`config.mk`:
```
export PLATFORM = sky130hd
export DESIGN_NAME = div_seq
export DESIGN_NICKNAME = d
export VERILOG_FILES = /design/src/rtl/div_seq_pkg.sv /design/src/rtl/div_step.sv /design/src/rtl/div_seq.sv
export SDC_FILE = /design/constraint.sdc
export NUM_CORES = 1
export LEC_CHECK = 0
export CORE_MARGIN = 10
export CORE_UTILIZATION = 61
export CTS_CLUSTER_DIAMETER = 40
export DETAILED_ROUTE_END_ITERATION = 8
export PLACE_DENSITY = 0.94
export SLEW_MARGIN = 25
export SYNTH_ARGS = -nofsm -noshare
export SYNTH_HDL_FRONTEND = slang
export SYNTH_SLANG_ARGS = --single-unit
```
`constraint.sdc`:
```
create_clock -name clk -period 6 [get_ports clk]
set_input_delay 1.2 -clock clk [delete_from_list [all_inputs] [get_ports clk]]
set_output_delay 1.2 -clock clk [all_outputs]
set_load 0.005 [all_outputs]
```
`src/rtl/div_seq_pkg.sv`:
```
// Shared definitions for the EX-stage sequential divider: FSM encoding and
// default geometry.
package div_seq_pkg;

  localparam int DIV_WIDTH  = 32;
  localparam int DIV_CYCLES = DIV_WIDTH;

  typedef enum logic [1:0] {
    DIV_IDLE = 2'd0,
    DIV_RUN  = 2'd1,
    DIV_SIGN = 2'd2,
    DIV_DONE = 2'd3
  } div_state_e;

endpackage : div_seq_pkg

```
`src/rtl/div_step.sv`:
```
// One radix-2 restoring iteration: shift the next dividend bit into the
// partial remainder and subtract the divisor when it fits.
module div_step #(
  parameter int WIDTH = 32
) (
  input  logic [WIDTH-1:0] rem_i,
  input  logic             bit_i,
  input  logic [WIDTH-1:0] divisor_i,
  output logic [WIDTH-1:0] rem_o,
  output logic             q_bit_o
);

  logic [WIDTH:0]   shifted;
  logic [WIDTH-1:0] trial;

  // The shifted remainder needs WIDTH+1 bits; when the divisor fits, the
  // difference is below 2^WIDTH, so a WIDTH-bit subtract is exact.
  always_comb begin
    shifted = {rem_i, bit_i};
    trial   = shifted[WIDTH-1:0] - divisor_i;
    q_bit_o = (shifted >= {1'b0, divisor_i});
    rem_o   = q_bit_o ? trial : shifted[WIDTH-1:0];
  end

endmodule : div_step

```
`src/rtl/div_seq.sv`:
```
// Multi-cycle DIV/DIVU sequencer: magnitude restoring divide over WIDTH
// cycles, sign fix-up, then a one-cycle ready pulse for the hazard unit.
module div_seq
  import div_seq_pkg::*;
#(
  parameter int WIDTH = DIV_WIDTH
) (
  input  logic                 clk,
  input  logic                 rst,
  input  logic                 start,
  input  logic                 annul,
  input  logic                 signed_div,
  input  logic [WIDTH-1:0]     a,
  input  logic [WIDTH-1:0]     b,
  output logic [2*WIDTH-1:0]   result,
  output logic                 ready,
  output logic                 busy
);

  localparam int CW = $clog2(WIDTH + 1);

  div_state_e       state_q;
  logic [WIDTH-1:0] rem_q, quo_q, dvs_q;
  logic             neg_quo_q, neg_rem_q;
  logic [CW-1:0]    cnt_q;

  logic [WIDTH-1:0] a_mag, b_mag, rem_step, q_fix, r_fix;
  logic             q_bit, a_neg, b_neg;

  always_comb begin
    a_neg = signed_div & a[WIDTH-1];
    b_neg = signed_div & b[WIDTH-1];
    a_mag = a_neg ? -a : a;
    b_mag = b_neg ? -b : b;
    q_fix = neg_quo_q ? -quo_q : quo_q;
    r_fix = neg_rem_q ? -rem_q : rem_q;
  end

  // Dividend shifts out of quo_q's MSB while quotient bits shift into its LSB.
  div_step #(.WIDTH(WIDTH)) u_step (
    .rem_i     (rem_q),
    .bit_i     (quo_q[WIDTH-1]),
    .divisor_i (dvs_q),
    .rem_o     (rem_step),
    .q_bit_o   (q_bit)
  );

  // NOTE: state lives in one clocked block with non-blocking assignments so
  // every register updates from pre-edge values regardless of statement order.
  always_ff @(posedge clk) begin
    if (rst) begin
      state_q   <= DIV_IDLE;
      ready     <= 1'b0;
      busy      <= 1'b0;
      result    <= '0;
      cnt_q     <= '0;
      rem_q     <= '0;
      quo_q     <= '0;
      dvs_q     <= '0;
      neg_quo_q <= 1'b0;
      neg_rem_q <= 1'b0;
    end else begin
      ready <= 1'b0;
      case (state_q)
        DIV_IDLE: begin
          if (start && !annul) begin
            rem_q     <= '0;
            quo_q     <= a_mag;
            dvs_q     <= b_mag;
            // A zero divisor leaves the all-ones quotient unsigned.
            neg_quo_q <= (a_neg ^ b_neg) && (b != '0);
            neg_rem_q <= a_neg;
            cnt_q     <= '0;
            busy      <= 1'b1;
            state_q   <= DIV_RUN;
          end
        end
        DIV_RUN: begin
          if (annul) begin
            busy    <= 1'b0;
            state_q <= DIV_IDLE;
          end else begin
            rem_q <= rem_step;
            quo_q <= {quo_q[WIDTH-2:0], q_bit};
            cnt_q <= cnt_q + CW'(1);
            if (cnt_q == CW'(WIDTH - 1)) state_q <= DIV_SIGN;
          end
        end
        DIV_SIGN: begin
          if (annul) begin
            busy    <= 1'b0;
            state_q <= DIV_IDLE;
          end else begin
            result  <= {r_fix, q_fix};
            ready   <= 1'b1;
            state_q <= DIV_DONE;
          end
        end
        default: begin
          busy    <= 1'b0;
          state_q <= DIV_IDLE;
        end
      endcase
    end
  end

endmodule : div_seq
```
==> flow_summary.ini <==
[sta]
fin_tns_setup_ns = 0
tightest_slew_ns = 1.018
period_needed_ns = 3.785
fin_crit_sh = 0.6308
relSlewSlack = 0.3213
max_freq_mhz = 264.2
rsz0062_at_grt = no
setup_viol = 0
drv_slew = 0
hold_viol = 0
skew_ns = 0.008159

[drt]
drc = 0
vias = 10320
first_pass_iters = 7
vias_per_cell = 6.055
ant_nets = 0
drt_iter0_markers = 997
wirelength_microns = 28840
drt-wirelength-per-cell_microns = 16.91

[cells_and_area]
seqCellArea_sq_um = 3443
fin_nets = 1578
final_area_sq_um = 12690
fillCellCount = 1263
final_util = 0.7339
multi_input_comb_area_sq_um = 6784
num_antenna_cells = 0
drive_above_1_share = 0.05203
area_growth_pct = 18.23
fin_cells = 1705

[grt]
grt_use_total = 0.2367
grt_overflow = 0
grt_pass1_vias = 9640
grt_first_pass_wirelength_microns = 47200
grt_max_degree = 75
antenna_found_initial = 0

[setup_path]
cp.arrival_ns = 4.11
crit_required_ns = 6.33
path_max_fanout = 36
critPathMaxStageDelay_ns = 0.81
critPathKind = input port to register
cp-start-kind = input port
worstSetupEndpointType = register
slowest_stage = a21oi_1
worstPathCellList = clkdlybuf4s50_1 -> nand2b_1 -> a21oi_1 -> or2_2 -> nor2_1 -> buf_4 -> a22o_1

[clock_network]
clk_pin_slew_worst_paths_ns = 0.06
ctsResizeCount = 0
clock-root-buffer = clkbuf_16
cts-htree-levels = 4
cts_setup_buffers = 0
cts_hold_buf = 0
clk_latency_ns = 0.44
clockBufferDepth = 2
cts_buffers = 17
tritoncts = yes
clock-sinks = 172

[power_and_ir_drop]
power.leakage_uw = 0.004587
power_density_nw_per_um2 = 260.7
peakVddDrop_mv = 0.2155

[floorplanning]
dieArea_sq_um = 23310
rows = 48
start_util = 0.6207
die_w_microns = 152.7
io_pins = 135
fp.dieH_microns = 152.7
core_area_sq_um = 17300

[synthesis]
synth_cell_types = 70
synth-edff-count = 0
synth.avg_cell_area_sq_um = 7.730
synth_top_cell_by_area = dfxtp_1
yosys_most_used_dff = dfxtp_1
synth.top_cells.by_area = dfxtp_1, xor2_1, nand2_1, a21oi_1, a211oi_1
syn_inst = 1389
yosysSeqAreaShare = 0.3207
synth-seq-cells = 172
yosys.area.top_type_share = 0.3207
syn_nets = 1500
yosysWarnings = 0
syn_area_sq_um = 10740
synth-async-reset-ratio = 0

[hold_path]
hold_path.class = register to register

[status]
outcome = completed

[placed_design]
gp_congestion = 0.8869
place_area_sq_um = 12120
io_buffer_count = 134
hpwl_microns = 21010
placed_cells = 1673

[run]
cap_violations = 0
[critical path, delay by kind of cell]
kind,cells,cell delay [ns]
compound gates,2,1.08
buf+inv,2,0.80
simple gates,3,1.01
[worst paths after layout]
check | endpoint | start | slack (ns) | depth (start not counted)
max reg2reg | rem_q[28] | quo_q[31] | 2.50 | 14
min | result[49] | result[49] | 0.45 | 2
min reg2reg | result[49] | result[49] | 0.45 | 2
max | rem_q[19] | annul | 2.21 | 7
[metrics by stage]
step	hold slack (ns)	power (uW)	setup WS [ns]
after floorplan	0.4319	1964	2.732
after global placement	0.4382	2183	1.971
after detailed placement	0.4443	2213	1.865
after CTS	0.4519	3297	2.286
after global routing	0.4781	3465	1.942
final	0.4517	3309	2.215
[layout by cell type (no fill, tap or decap), types with 13 or more instances in the layout]
cell type	count
dfxtp_1	172
o21ai_0	99
xnor2_1	54
nand2_1	196
inv_1	53
o31ai_1	22
nor2_1	144
mux2i_1	22
or3_1	16
nand3_1	13
a21oi_1	118
a211oi_1	76
clkdlybuf4s50_1	133
nor3_1	17
xor2_1	86
clkbuf_16	17
ha_1	41
a21o_1	15
o41ai_1	13
[state kept, by name, summed over array words and instances, names as in the netlist]
register / count
rem_q: 32
dvs_q: 32
cnt_q: 6
busy: 1
state_q: 2
quo_q: 32
neg_rem_q: 1
neg_quo_q: 1
result: 64
ready: 1
[layer usage]
layer	GRT usage	wire length [microns]
met5	0	0
met4	0.08038	689
met3	0.04544	2272
met2	0.3779	13150
met1	0.3124	12720
[where the power goes]
group / switching, uW / leakage [uW] / total [uW] / internal (uW)
clock: 481 / 0.000275 / 1090 / 611
combinational: 547 / 0.00292 / 927 / 380
sequential: 75.6 / 0.00140 / 1290 / 1210
total: 1100 / 0.00459 / 3310 / 2210
[cell families after synthesis]
family	Yosys count	share of synthesized area
multiplexers	23	0.02156
AND/OR/NAND/NOR	470	0.2001
flip-flops	172	0.3207
adder cells (fa/ha/maj)	42	0.04964
XOR/XNOR	140	0.1142
AO/OA/AOI/OAI	404	0.2441
buffers and inverters	138	0.04964
[Yosys cell counts (all sizes together) (2+ instances only)]
library cell,count
a211oi,78
a21o,15
a21oi,119
a22o,9
a22oi,5
a311oi,7
a31o,2
a31oi,2
and2,4
and3,13
buf,9
clkbuf,76
dfxtp,172
ha,41
inv,53
mux2i,22
nand2,196
nand2b,9
nand3,13
nand3b,5
nand4,6
nor2,146
nor2b,9
nor3,17
nor3b,6
nor4,15
o2111ai,2
o211ai,7
o21a,5
o21ai,103
o21bai,4
o22ai,2
o31ai,24
o41ai,13
or2,6
or3,17
or4,7
xnor2,54
xor2,86
[area by class of cell]
class                           instances  area share
Clock buffer                           17     0.03351
Clock inverter                         15     0.01153
Inverter                               53     0.01567
Multi-Input combinational cell       1079      0.5345
Sequential cell                       172      0.2713
Tap cell                              225     0.02218
Timing Repair Buffer                  144      0.1114
Note: power is estimated with default switching activity, not from simulation.
